<file path="src/rtl/drive_pkg.sv">
// Shared types and constants for the drive arbiter: direction and FSM encodings,
// command word field offsets and default timing constants.
package drive_pkg;

    typedef enum logic [1:0] {
        COAST = 2'b00,
        FWD   = 2'b01,
        REV   = 2'b10,
        BRAKE = 2'b11
    } dir_t;

    typedef enum logic [1:0] {
        IDLE     = 2'b00,
        DRIVE    = 2'b01,
        DEADTIME = 2'b10
    } state_t;

    // Command word: {dirA[1:0], dutyA[6:0], dirB[1:0], dutyB[6:0]}
    localparam int unsigned CMD_W     = 18;
    localparam int unsigned DIRA_LSB  = 16;
    localparam int unsigned DUTYA_LSB = 9;
    localparam int unsigned DIRB_LSB  = 7;
    localparam int unsigned DUTYB_LSB = 0;

    localparam int unsigned DEF_CLK_HZ   = 50_000_000;
    localparam int unsigned DEF_PWM_HZ   = 80;
    localparam int unsigned DEF_PERIOD   = DEF_CLK_HZ / DEF_PWM_HZ;
    localparam int unsigned DEF_DEAD     = 50_000;
    localparam int unsigned DEF_DUTY_MAX = 80;

    function automatic logic is_reversal(input dir_t now_dir, input dir_t last_dir);
        return ((now_dir == FWD) && (last_dir == REV)) ||
               ((now_dir == REV) && (last_dir == FWD));
    endfunction

    function automatic logic [6:0] clamp_duty(input logic [6:0] duty, input logic [6:0] dmax);
        return (duty > dmax) ? dmax : duty;
    endfunction

endpackage

</file>
<file path="src/rtl/pwm_channel.sv">
// One H-bridge enable: compares the shared PWM count against the duty threshold,
// forced high for brake and low for coast.
module pwm_channel
    import drive_pkg::*;
#(
    parameter int unsigned PERIOD = DEF_PERIOD,
    parameter int unsigned CW     = $clog2(DEF_PERIOD)
) (
    input  logic [CW-1:0] count_i,
    input  logic [6:0]    duty_i,
    input  dir_t          mode_i,
    output logic          en_o
);

    localparam int unsigned STEP = PERIOD / 100;

    logic [31:0] thresh;

    always_comb begin
        thresh = 32'(duty_i) * STEP;
        unique case (mode_i)
            FWD, REV: en_o = (32'(count_i) < thresh);
            BRAKE:    en_o = 1'b1;
            default:  en_o = 1'b0;
        endcase
    end

endmodule

</file>
<file path="src/rtl/drive_arbiter.sv">
// Fixed-priority arbiter for three motor-command sources driving a dual H-bridge,
// with dead-time on direction reversal and a shared PWM period counter.
module drive_arbiter
    import drive_pkg::*;
#(
    parameter int unsigned CLK_HZ      = DEF_CLK_HZ,
    parameter int unsigned PWM_HZ      = DEF_PWM_HZ,
    parameter int unsigned DEAD_CYCLES = DEF_DEAD,
    parameter int unsigned DUTY_MAX    = DEF_DUTY_MAX
) (
    input  logic             clk,
    input  logic             rst_n,
    input  logic             col_req,
    input  logic             jnc_req,
    input  logic             lf_req,
    input  logic [CMD_W-1:0] col_cmd,
    input  logic [CMD_W-1:0] jnc_cmd,
    input  logic [CMD_W-1:0] lf_cmd,
    output logic [2:0]       gnt,
    output logic             hb_en_a,
    output logic             hb_en_b,
    output logic             hb_in1,
    output logic             hb_in2,
    output logic             hb_in3,
    output logic             hb_in4,
    output logic             dead
);

    localparam int unsigned PERIOD = CLK_HZ / PWM_HZ;
    localparam int unsigned CW     = (PERIOD > 1) ? $clog2(PERIOD) : 1;
    localparam int unsigned DW     = (DEAD_CYCLES > 1) ? $clog2(DEAD_CYCLES) : 1;

    state_t            state_q, state_d;
    logic [2:0]        gnt_q, gnt_d;
    logic [CMD_W-1:0]  cmd_sel;
    logic              any_req, rev_hit, dead_done, pwm_wrap;
    dir_t              dir_a_cmd, dir_b_cmd, app_a, app_b;
    dir_t              last_a_q, last_a_d, last_b_q, last_b_d;
    logic [DW-1:0]     dead_cnt_q, dead_cnt_d;
    logic [CW-1:0]     pwm_cnt_q, pwm_cnt_d;
    logic [6:0]        duty_a_q, duty_a_d, duty_b_q, duty_b_d;
    logic              pwm_en_a, pwm_en_b;
    logic              en_a_q, en_a_d, en_b_q, en_b_d;
    logic [3:0]        pins_q, pins_d;
    logic              dead_q, dead_d;

    always_comb begin
        gnt_d   = 3'b000;
        cmd_sel = '0;
        if (col_req) begin
            gnt_d   = 3'b100;
            cmd_sel = col_cmd;
        end else if (jnc_req) begin
            gnt_d   = 3'b010;
            cmd_sel = jnc_cmd;
        end else if (lf_req) begin
            gnt_d   = 3'b001;
            cmd_sel = lf_cmd;
        end
    end

    assign any_req   = col_req | jnc_req | lf_req;
    assign dir_a_cmd = dir_t'(cmd_sel[DIRA_LSB +: 2]);
    assign dir_b_cmd = dir_t'(cmd_sel[DIRB_LSB +: 2]);
    assign rev_hit   = is_reversal(dir_a_cmd, last_a_q) | is_reversal(dir_b_cmd, last_b_q);
    assign dead_done = (state_q == DEADTIME) && (dead_cnt_q == DW'(DEAD_CYCLES - 1));
    assign pwm_wrap  = (pwm_cnt_q == CW'(PERIOD - 1));
    assign pwm_cnt_d = pwm_wrap ? '0 : pwm_cnt_q + 1'b1;
    assign dead_cnt_d = ((state_q == DEADTIME) && !dead_done) ? dead_cnt_q + 1'b1 : '0;

    // Next-state; a request drop takes precedence over a pending reversal.
    always_comb begin
        state_d = state_q;
        unique case (state_q)
            IDLE:     if (any_req) state_d = rev_hit ? DEADTIME : DRIVE;
            DRIVE:    if (!any_req) state_d = IDLE;
                      else if (rev_hit) state_d = DEADTIME;
            DEADTIME: if (dead_done) state_d = any_req ? DRIVE : IDLE;
            default:  state_d = IDLE;
        endcase
    end

    // Outputs are computed from the next state so they register alongside it.
    always_comb begin
        app_a    = COAST;
        app_b    = COAST;
        last_a_d = last_a_q;
        last_b_d = last_b_q;
        if (state_d == DRIVE) begin
            app_a    = dir_a_cmd;
            app_b    = dir_b_cmd;
            last_a_d = dir_a_cmd;
            last_b_d = dir_b_cmd;
        end
        duty_a_d = duty_a_q;
        duty_b_d = duty_b_q;
        if (pwm_wrap) begin
            duty_a_d = (state_d == DRIVE) ? clamp_duty(cmd_sel[DUTYA_LSB +: 7], 7'(DUTY_MAX)) : '0;
            duty_b_d = (state_d == DRIVE) ? clamp_duty(cmd_sel[DUTYB_LSB +: 7], 7'(DUTY_MAX)) : '0;
        end
        pins_d = {app_a == REV, app_a == FWD, app_b == FWD, app_b == REV};
        en_a_d = pwm_en_a;
        en_b_d = pwm_en_b;
        dead_d = (state_d == DEADTIME);
    end

    pwm_channel #(.PERIOD(PERIOD), .CW(CW)) u_pwm_a (
        .count_i (pwm_cnt_q),
        .duty_i  (duty_a_q),
        .mode_i  (app_a),
        .en_o    (pwm_en_a)
    );

    pwm_channel #(.PERIOD(PERIOD), .CW(CW)) u_pwm_b (
        .count_i (pwm_cnt_q),
        .duty_i  (duty_b_q),
        .mode_i  (app_b),
        .en_o    (pwm_en_b)
    );

    always_ff @(posedge clk or negedge rst_n) begin
        if (!rst_n) begin
            state_q    <= IDLE;
            gnt_q      <= '0;
            last_a_q   <= COAST;
            last_b_q   <= COAST;
            dead_cnt_q <= '0;
            pwm_cnt_q  <= '0;
            duty_a_q   <= '0;
            duty_b_q   <= '0;
            en_a_q     <= 1'b0;
            en_b_q     <= 1'b0;
            pins_q     <= '0;
            dead_q     <= 1'b0;
        end else begin
            state_q    <= state_d;
            gnt_q      <= gnt_d;
            last_a_q   <= last_a_d;
            last_b_q   <= last_b_d;
            dead_cnt_q <= dead_cnt_d;
            pwm_cnt_q  <= pwm_cnt_d;
            duty_a_q   <= duty_a_d;
            duty_b_q   <= duty_b_d;
            en_a_q     <= en_a_d;
            en_b_q     <= en_b_d;
            pins_q     <= pins_d;
            dead_q     <= dead_d;
        end
    end

    assign gnt     = gnt_q;
    assign hb_en_a = en_a_q;
    assign hb_en_b = en_b_q;
    assign hb_in1  = pins_q[3];
    assign hb_in2  = pins_q[2];
    assign hb_in3  = pins_q[1];
    assign hb_in4  = pins_q[0];
    assign dead    = dead_q;

endmodule

</file>
<file path="config.mk">
export PLATFORM = sky130hd
export DESIGN_NAME = drive_arbiter
export DESIGN_NICKNAME = d
export VERILOG_FILES = /design/src/rtl/drive_pkg.sv /design/src/rtl/pwm_channel.sv /design/src/rtl/drive_arbiter.sv
export SDC_FILE = /design/constraint.sdc
export NUM_CORES = 1
export LEC_CHECK = 0
export ABC_AREA = 1
export CAP_MARGIN = 20
export CORE_MARGIN = 2
export CORE_UTILIZATION = 50
export CTS_CLUSTER_SIZE = 40
export DETAILED_ROUTE_END_ITERATION = 10
export HOLD_SLACK_MARGIN = 0.1
export PLACE_DENSITY_LB_ADDON = 0.3
export SLEW_MARGIN = 20
export SYNTH_ARGS = -nofsm -noshare
export SYNTH_HDL_FRONTEND = slang
export SYNTH_SLANG_ARGS = --single-unit
</file>
<file path="constraint.sdc">
create_clock -name clk -period 4.26 [get_ports clk]
set_clock_uncertainty 0.15 [all_clocks]
set_input_delay 0.426 -clock clk [delete_from_list [all_inputs] [get_ports clk]]
set_output_delay 0.426 -clock clk [all_outputs]
set_load 0.05 [all_outputs]
</file>
# ---- Word-level counts from Yosys, hierarchy flattened
# Index checks and enable logic that the tools add are counted.
dict set report op_classes {
  bitwise 3
  div_mod_pow 0
  add_sub_neg 2
  multipliers 2
  mux 23
  n_reduce_logical 12
  n_shift 0
  n_eq_ne 20
  n_lt_le_gt_ge 4
}
# operator n
set ops {}
lappend ops {{$mux W18} 3}
lappend ops {{$lt A20 B20 Y1} 2}
lappend ops {{$mul A7 B12 Y19 const B} 2}
lappend ops {{$mux W7} 4}
lappend ops {{$add A20 B1 Y20 const B} 1}
lappend ops {{$eq A2 B2 Y1 const B} 10}
lappend ops {{$eq A20 B20 Y1 const B} 1}
lappend ops {{$mux W20} 1}
lappend ops {{$add A16 B1 Y16 const B} 1}
lappend ops {{$eq A16 B16 Y1 const B} 1}
lappend ops {{$eq A2 B1 Y1 const B} 8}
lappend ops {{$mux W16} 1}
lappend ops {{$mux W2} 8}
lappend ops {{$gt A7 B7 Y1 const B} 2}
lappend ops {{$logic_and A1 B1 Y1} 6}
lappend ops {{$pmux W2 S3} 1}
lappend ops {{$pmux W1 S2} 2}
lappend ops {{$reduce_or A2 Y1} 2}
lappend ops {{$mux W3} 1}
lappend ops {{$or A1 B1 Y1} 3}
lappend ops {{$logic_not A2 Y1} 1}
lappend ops {{$logic_or A1 B1 Y1} 2}
lappend ops {{$mux W1} 2}
lappend ops {{$logic_not A1 Y1} 1}
dict set report word_totals {
  wordCells 78
  input_bits 59
  rom_bits 0
  latch_bits 0
  register_bits 66
  n_memories 0
  output_inout_bits 10
  ramBits 0
}

# ---- Logic depth before layout (Yosys ltp)
# Gate-level depths: netlist of the first run.
dict set report depth {
  ltp_word 15
  mapped_depth 25
  ltp_nobuf 25
}

# ---- By module
# From an unflattened synthesis of the first run, not the netlist that was laid out.
dict set report hier_totals {
  cells_unflattened 1068
  hier_area_um2 7719.9
}
# module cells_per_inst seq_area_each_um2 instances area_each_um2
set modules_own_cells {}
lappend modules_own_cells {drive_arbiter 533 1651.6 1 3883.7}
lappend modules_own_cells {{pwm_channel (u_pwm_b)} 271 0.0 1 1935.6}
lappend modules_own_cells {{pwm_channel (u_pwm_a)} 264 0.0 1 1900.6}

# ---- Worst setup path before layout of the first run
# OpenSTA, ideal clock, no wires.
dict set report synth_timing {
  path_type {register to register}
  startpoint {register duty_b_q[1]}
  endpoint {register en_b_q, in the netlist hb_en_b}
  arrival_ps 3806
  slack_ps 183
  stages_incl_launch_ff 25
  synth_period_minus_slack_ps 4077
  setup_ps 121
  n_path_buf 0
  t_required_ps 3989
  path_cell_list {dfrtp_1 > ha_1 > ha_1 > ha_1 > inv_1 > fa_1 > inv_1 > ha_1 > nand2_1 > o21ai_0 > nand3_1 > nand2_1 > nand2_1 > nand2_1 > nand3_1 > nand3_1 > nand2_1 > ha_1 > nand2_1 > nor2_1 > nand4_1 > inv_1 > nand4_1 > nand4_1 > a21oi_1}
}
dict set report synth_via {
  elab_chain_cells 3
}
# item line_no
set synth_lines {}
lappend synth_lines {{from (decl)} drive_arbiter.sv:41} ;# logic [6:0] duty_a_q, duty_a_d, duty_b_q, duty_b_d;
lappend synth_lines {{from (signal assigned)} drive_arbiter.sv:143} ;# duty_b_q <= duty_b_d;
lappend synth_lines {{$mul A7 B12 Y19} pwm_channel.sv:20} ;# thresh = 32'(duty_i) * STEP;
lappend synth_lines {{$lt A20 B20 Y1} pwm_channel.sv:22} ;# FWD, REV: en_o = (32'(count_i) < thresh);
lappend synth_lines {{$pmux W1 S2} pwm_channel.sv:21} ;# unique case (mode_i)
lappend synth_lines {{net en_b_d} drive_arbiter.sv:43} ;# logic en_a_q, en_a_d, en_b_q, en_b_d;
lappend synth_lines {{to (signal assigned)} drive_arbiter.sv:145} ;# en_b_q <= en_b_d;
lappend synth_lines {{to (decl)} drive_arbiter.sv:43}
# The timed path passes the listed nets, and every way through them passes these cells.
# A chain may end at the register's enable or synchronous reset.

# ---- Worst setup path in the final report of the first run
# Same ends and word-level chain as after synthesis.

==> summary.md, run 1 <==
| Metric | Value |
|---|---|
| Clock buffer depth | `2` |
| Count of pins over their slew limit | `0` |
| Ant. Diodes | `0` |
| CTS clk-pin slew, worst paths | `0.06 ns` |
| GP Congestion | `0.867` |
| Final Critical Period | `4.26 ns` |
| Top-count cell post-synth | `nand2_1` |
| Sequential power share | `~37%` |
| Clock Power Share | `35.8%` |
| Initial antenna violation count | `0` |
| Largest net degree at the start of global routing | `35` |
| CTS Root Cell | `clkbuf_16` |
| Post-synth EDFFs | `0` |
| Outcome | `finished clean` |
| CP Max Fanout | `3` |
| Post-DRT Antenna Nets | `0` |
| Max-Cap Viols | `0` |
| Worst-Margin Slew | `1.10 ns` |
| Static Leak | `between 4 and 5 nW` |
| Synth Area in XOR/XNOR | `5.83%` |
| Simple-Gate Fraction of Synth Area | `27.5%` |
| P&R area growth vs syn | `24.8%` |
| Gate Count Post-Synth | `slightly below 1000` |
| H-tree Lvls | `3` |
| Share of layout cells above drive strength 1 | `~18%` |
| Post-DP HPWL | `14400 um` |
| Comb pwr share | `between 20 and 30%` |
| Post-synthesis adder-cell area fraction | `28.2%` |
| Routed vias | `6832` |
| Skew-Pair Late Insertion Delay | `approximately 0.34 ns` |
| Synth top cells by count | `nand2_1 (206), ha_1 (150), inv_1 (116), nand3_1 (69), nor2_1 (67)` |
| Synth area leaders | `ha_1 (25%), dfrtp_1 (22%), nand2_1 (10%)` |
| GR Overflow Total | `0` |
| Unrepaired setup endpoints after global routing | `yes` |
| Achievable Freq | `235 MHz` |
| Worst VDD drop | `0.000169 V` |
| Min Hold Slack | `0.309 ns` |
| Syn_nets | `between 1000 and 1500` |
| CTS Sinks | `66` |
| Async set or reset register ratio after synthesis | `between 90% and 100%` |
| Total Wirelength | `18500 um` |
| Top cell type's share of synthesized area | `25.0%` |
| Crit. End Element | `flop` |
| Post-synthesis mux area share | `0%` |
| Row count | `44` |
| Yosys warning count | `0` |
| Layout Utilization | `64.2%` |
| Post-route DRC | `0` |
| Avg Inst Size Synth | `7.74 um2` |
| Die Y | `127 um` |
| Input/output buffers | `between 60 and 70` |
| Wire length per cell | `approximately 14 um` |
| Netlist Area Pre-Place | `7510 um2` |
| Initial Util | `51.5%` |
| Sw power | `0.654 mW` |
| DRT iter0 DRCs | `468` |
| Slew headroom | `26.2%` |
| Final Hold Fails | `0` |
| Layout fillers | `1253` |
| Cell taking the most area after synthesis | `ha_1` |
| TritonCTS Buffers | `9` |
| Hold Path Class | `flop to flop` |
| Net Sw Frac | `34.3%` |
| # setup viols final | `0` |
| Vias in the first global route | `6601` |
| Unique masters post-synth | `44` |
| Post-layout nets | `1309` |
| I/O pin count | `69` |
| Synth Area in Compound Gates | `8.18%` |
| First-pass GRT wire length | `30800 um` |
| Worst EP arrival | `around 4.4 ns` |
| GRT Util Overall | `a little under a quarter` |
| FF+latch count, synth | `66` |
| Critical path class | `flop to flop` |
| Worst Setup Start Kind | `flop` |
| First-pass DRT Iterations | `5` |
| Sequential-to-total area share from yosys stat | `22.0%` |
| Final period util | `approximately 100%` |
| CP Data Required Time | `4.37 ns` |
| Main combinational cell family by area after synthesis | `adder cells` |
| CTS tree | `built` |
| Pwr dens | `between 200 and 250 nW/um2` |
| Die X | `127 um` |
| Drt via density | `5.35` |
| Core ar. | `roughly 15000 um2` |
| Die area | `16000 um2` |
| Ys flop type | `dfrtp_1` |
| Cell-internal power | `~1.3 mW` |
==> stage by stage <==
step	std cells	total power, mW	TNS [ns]	area (um2)	worst slack, ns
2_1_floorplan	970	1.10	0	7510	0.183
3_3_place_gp	1243	1.23	-0.273	8550	-0.178
3_5_place_dp	1243	1.24	-0.422	8550	-0.216
4_1_cts	1272	1.92	0	9140	0.000287
5_1_grt	1277	2.00	-0.334	9370	-0.191
6_report	1277	1.91	0	9370	0.000604
==> state kept, by name (all words and copies together) (netlist names) <==
name / cells
last_a_q: 2
pins_q: 4
hb_en_b: 1
duty_b_q: 7
state_q: 2
hb_en_a: 1
gnt: 3
last_b_q: 2
pwm_cnt_q: 20
dead: 1
duty_a_q: 7
dead_cnt_q: 16
==> power groups by stage <==
| stage | logic, mW | registers (mW) | clock network, mW |
|---|---|---|---|
| floorplan | 0.308 | 0.793 | 0 |
| global placement | 0.509 | 0.721 | 0 |
| detailed placement | 0.518 | 0.722 | 0 |
| CTS | 0.520 | 0.711 | 0.689 |
| global route | 0.568 | 0.717 | 0.715 |
| finish | 0.515 | 0.710 | 0.683 |
==> area by class of cell <==
type	count	area, um2	share of cell area [%]
inverter	122	463	4.94
clock inverter	7	46.3	0.494
tap	184	230	2.46
sequential	66	1660	17.7
clock buffer	9	225	2.40
timing repair buffer	126	1110	11.9
multi-input combinational	763	5640	60.1
==> kinds of logic (layout without fill, tap and decap cells) <==
kind of cell    Yosys count  in the layout
compound gates          109            109
xor+xnor                 50             50
fa+ha+maj               162            162
buf+inv                 141            264
flops                    66             66
simple gates            442            442
==> worst max-delay path, stage by stage (launching register included) <==
cell     delay [ns]
dfrtp_2        0.44
buf_4          0.14
buf_4          0.14
ha_1           0.30
ha_1           0.27
inv_1          0.06
fa_1           0.50
inv_1          0.04
ha_1           0.32
a21oi_2        0.19
buf_4          0.13
o21ai_1        0.05
nand2_1        0.07
nand3_1        0.12
xor2_2         0.17
ha_1           0.31
a21oi_1        0.14
o21ai_1        0.08
a21oi_1        0.18
nand4_1        0.18
a21oi_1        0.19
==> repair_timing <==
| item | in CTS | in global routing |
|---|---|---|
| resized for setup | 37 | 40 |
| pin swaps | 27 | 22 |
| endpoints found under the hold margin | 32 | 0 |
| endpoints found under the setup margin | 2 | 2 |
| hold buffers | 1 | 0 |
| gates cloned | 0 | 0 |
| setup buffers | 12 | 5 |
==> cell usage in the layout (no fill, tap or decap), types with 15 or more instances in the layout <==
cell type	count
ha_4	22
xnor2_1	20
nand4_1	16
nor3_1	24
a21oi_2	15
nor2_1	63
inv_1	114
nand2_2	17
buf_4	57
dfrtp_1	61
nand2_1	197
nand3_1	67
ha_1	127
clkdlybuf4s50_1	67
xor2_1	29
a21oi_1	50
==> final timing paths <==
path | from | to | slack, ns | cells past startpoint
setup reg to reg | duty_b_q[1] | hb_en_b | 0.0006 | 20
max in group asynchronous | rst_n | duty_b_q[6] | 2.44 | 3
setup / recovery | duty_b_q[1] | hb_en_b | 0.0006 | 20
hold reg to reg | dead_cnt_q[0] | dead_cnt_q[0] | 0.31 | 1
min in group asynchronous | rst_n | dead_cnt_q[3] | 0.55 | 2
hold / removal | dead_cnt_q[0] | dead_cnt_q[0] | 0.31 | 1
==> metal layers <==
layer | vias up | routed length [um] | part of all wire [%] | global-route usage [%]
met3 | 31 | 986 | 5.3 | 4.05
met4 | 0 | 345 | 1.9 | 6.59
met5 | - | 0 | 0 | 0
li1 | 3449 | - | - | -
met2 | 202 | 8720 | 47 | 38.9
met1 | 3150 | 8460 | 46 | 31.6
Power figures use the tool's default switching activity.
==> inputs of run 2 (changes only) <==
Settings changed: CORE_MARGIN 2 to 1.
==> run 2 against run 1 <==
The flow now finishes with violations (negative setup slack). Global-route usage rose by 0.72 points. Combinational power rose by 1%. Sequential share of layout area fell by 0.54 points. Fmax fell by 1.1%. Sequential power barely moved. Via count rose by 1.7%. Design area rose by 3.1%. Power rose by 7.5%. Critical path type unchanged. Critical endpoint unchanged. Highest routed layer unchanged.
==> summary.md, run 2 (synthesized netlist as in run 1, its figures left out) <==
| Metric | Value |
|---|---|
| Outcome | `complete, but fails checks` |
| Violated checks | `negative setup slack` |
| Skew-Pair Late Insertion Delay | `0.34 ns (about the same)` |
| Crit. End Element | `flop` |
| CTS tree | `built` |
| Drt via density | `5.42 (+1.4%)` |
| Final Critical Period | `4.31 ns (+0.0485 ns)` |
| Die X | `125 um (-1.6%)` |
| CP Data Required Time | `4.37 ns (about the same)` |
| Layout Utilization | `66.3% (+2.0 points)` |
| Initial Util | `51.5% (unchanged)` |
| # setup viols final | `1 (+1)` |
| Initial antenna violation count | `0 (unchanged)` |
| Input/output buffers | `68 (unchanged)` |
| Routed vias | `6949 (+1.7%)` |
| Count of pins over their slew limit | `0 (unchanged)` |
| First-pass DRT Iterations | `6 (+1)` |
| Worst EP arrival | `4.42 ns (+0.05 ns)` |
| P&R area growth vs syn | `28.8%` |
| Max-Cap Viols | `0 (unchanged)` |
| Worst VDD drop | `0.000160 V (-5.4%)` |
| Pwr dens | `212 nW/um2 (+4.2%)` |
| Top Registers | `pwm_cnt_q (20), dead_cnt_q (16)` |
| Post-DRT Antenna Nets | `0 (unchanged)` |
| Hold Path Class | `flop to flop` |
| CP Max Fanout | `5 (+2)` |
| Commonest non-fill, non-tap cell in the layout | `nand2_1` |
| Register with the most flip-flops | `pwm_cnt_q` |
| Core ar. | `14600 um2 (unchanged)` |
| Die area | `15500 um2 (-3.1%)` |
| Max reg flops | `20 (unchanged)` |
| TritonCTS Buffers | `9 (unchanged)` |
| Wire length per cell | `14.8 um (+2.4%)` |
| I/O pin count | `69 (unchanged)` |
| Largest net degree at the start of global routing | `36 (+2.9%)` |
| Post-route DRC | `0 (unchanged)` |
| Most frequent cells in the layout | `nand2_1 (188), ha_1 (120), inv_1 (111)` |
| CTS clk-pin slew, worst paths | `0.06 ns (about the same)` |
| H-tree Lvls | `3 (unchanged)` |
| Post-DP HPWL | `14000 um (-2.3%)` |
| Fin area | `9670 um2 (+3.1%)` |
| Clock buffer depth | `2 (unchanged)` |
| Area post-placement | `8540 um2 (about the same)` |
| Share of layout cells above drive strength 1 | `20.3% (+2.7 points)` |
| Die Y | `125 um (-1.6%)` |
| GR Overflow Total | `0 (unchanged)` |
| First-pass GRT wire length | `30800 um (-0.13%)` |
| Achievable Freq | `232 MHz (-1.1%)` |
| Pwr Total | `2.05 mW (+7.5%)` |
| Unrepaired setup endpoints after global routing | `yes` |
| Worst Setup Start Kind | `flop` |
| Post-layout nets | `1313 (+0.31%)` |
| Final worst slack | `-0.0479 ns (-0.0485 ns)` |
| Slew headroom | `28.0% (+1.9 points)` |
| Vias in the first global route | `6568 (-0.50%)` |
| GP Congestion | `0.862 (-0.54%)` |
| Min Hold Slack | `0.316 ns (+0.00702 ns)` |
| Critical path class | `flop to flop` |
| Total Wirelength | `19000 um (+2.7%)` |
| GRT Util Overall | `24.2% (+0.72 points)` |
| Row count | `44 (unchanged)` |
| Static Leak | `4.67 nW (+1.5%)` |
| Worst-Margin Slew | `1.08 ns (-0.0220 ns)` |
| Final period util | `101% (+1.1 points)` |
| Final Hold Fails | `0 (unchanged)` |
| Ant. Diodes | `0 (unchanged)` |
| CTS Sinks | `66 (unchanged)` |
| CTS Root Cell | `clkbuf_16` |
| DRT iter0 DRCs | `310 (-34%)` |
## run 2: path summary, 6_finish.rpt
kind	from	end	slack (ns)	depth (start not counted)
setup / recovery	duty_b_q[1]	hb_en_b	-0.05	21
hold / removal	dead_cnt_q[0]	dead_cnt_q[0]	0.32	1
setup reg to reg	duty_b_q[1]	hb_en_b	-0.05	21
hold reg to reg	dead_cnt_q[0]	dead_cnt_q[0]	0.32	1
max in group asynchronous	rst_n	duty_b_q[6]	2.45	3
min in group asynchronous	rst_n	dead_cnt_q[2]	0.53	2
## run 2: worst max-delay path, cell delays in order, from the launching register on
cell	delay (ns)
dfrtp_2	0.46
buf_4	0.15
buf_4	0.12
ha_1	0.28
ha_1	0.27
inv_1	0.06
fa_1	0.50
inv_1	0.05
ha_1	0.32
buf_4	0.16
nand2_1	0.09
o21ai_0	0.21
nand2_1	0.07
nand3_1	0.10
xor2_1	0.17
ha_1	0.27
nand2_2	0.10
nor2_4	0.05
buf_6	0.11
a21oi_4	0.15
nand4_1	0.18
a21oi_2	0.21
## run 2: power breakdown
group,switching (mW),internal (mW)
Clock,0.290,0.529
Sequential,0.0286,0.683
Combinational,0.339,0.182
## run 2: stage by stage
step	TNS (ns)	setup slack, ns	cells
finish	-0.0479	-0.0479	1281
global route	-0.379	-0.203	1281
CTS	0	0.00332	1267
detailed placement	-0.389	-0.300	1242
global placement	-0.298	-0.298	1242
floorplan	0	0.183	970
## run 2: timing repair
action,CTS,global route
resized for setup,34,81
setup endpoints to repair,2,2
buffers inserted,8,14
pin swaps,18,74
hold buffers,1,0
endpoints found under the hold margin,31,0
## run 2: final cells by class
cell class / count / area [um2]
repair buffers: 130 / 1160
flip-flops and latches: 66 / 1660
inverters: 122 / 463
well taps: 184 / 230
clock buffers: 10 / 239
clock inverters: 6 / 88.8
fillers: 1114 / 4920
multi-input cells: 763 / 5820
## run 2: routing by layer
layer / global-route usage [%] / vias to the layer above / wire [um]
met3: 4.08 / 34 / 916
li1: - / 3466 / -
met2: 39.8 / 205 / 9110
met5: 0 / - / 0
met4: 7.65 / 0 / 397
met1: 32.1 / 3244 / 8580
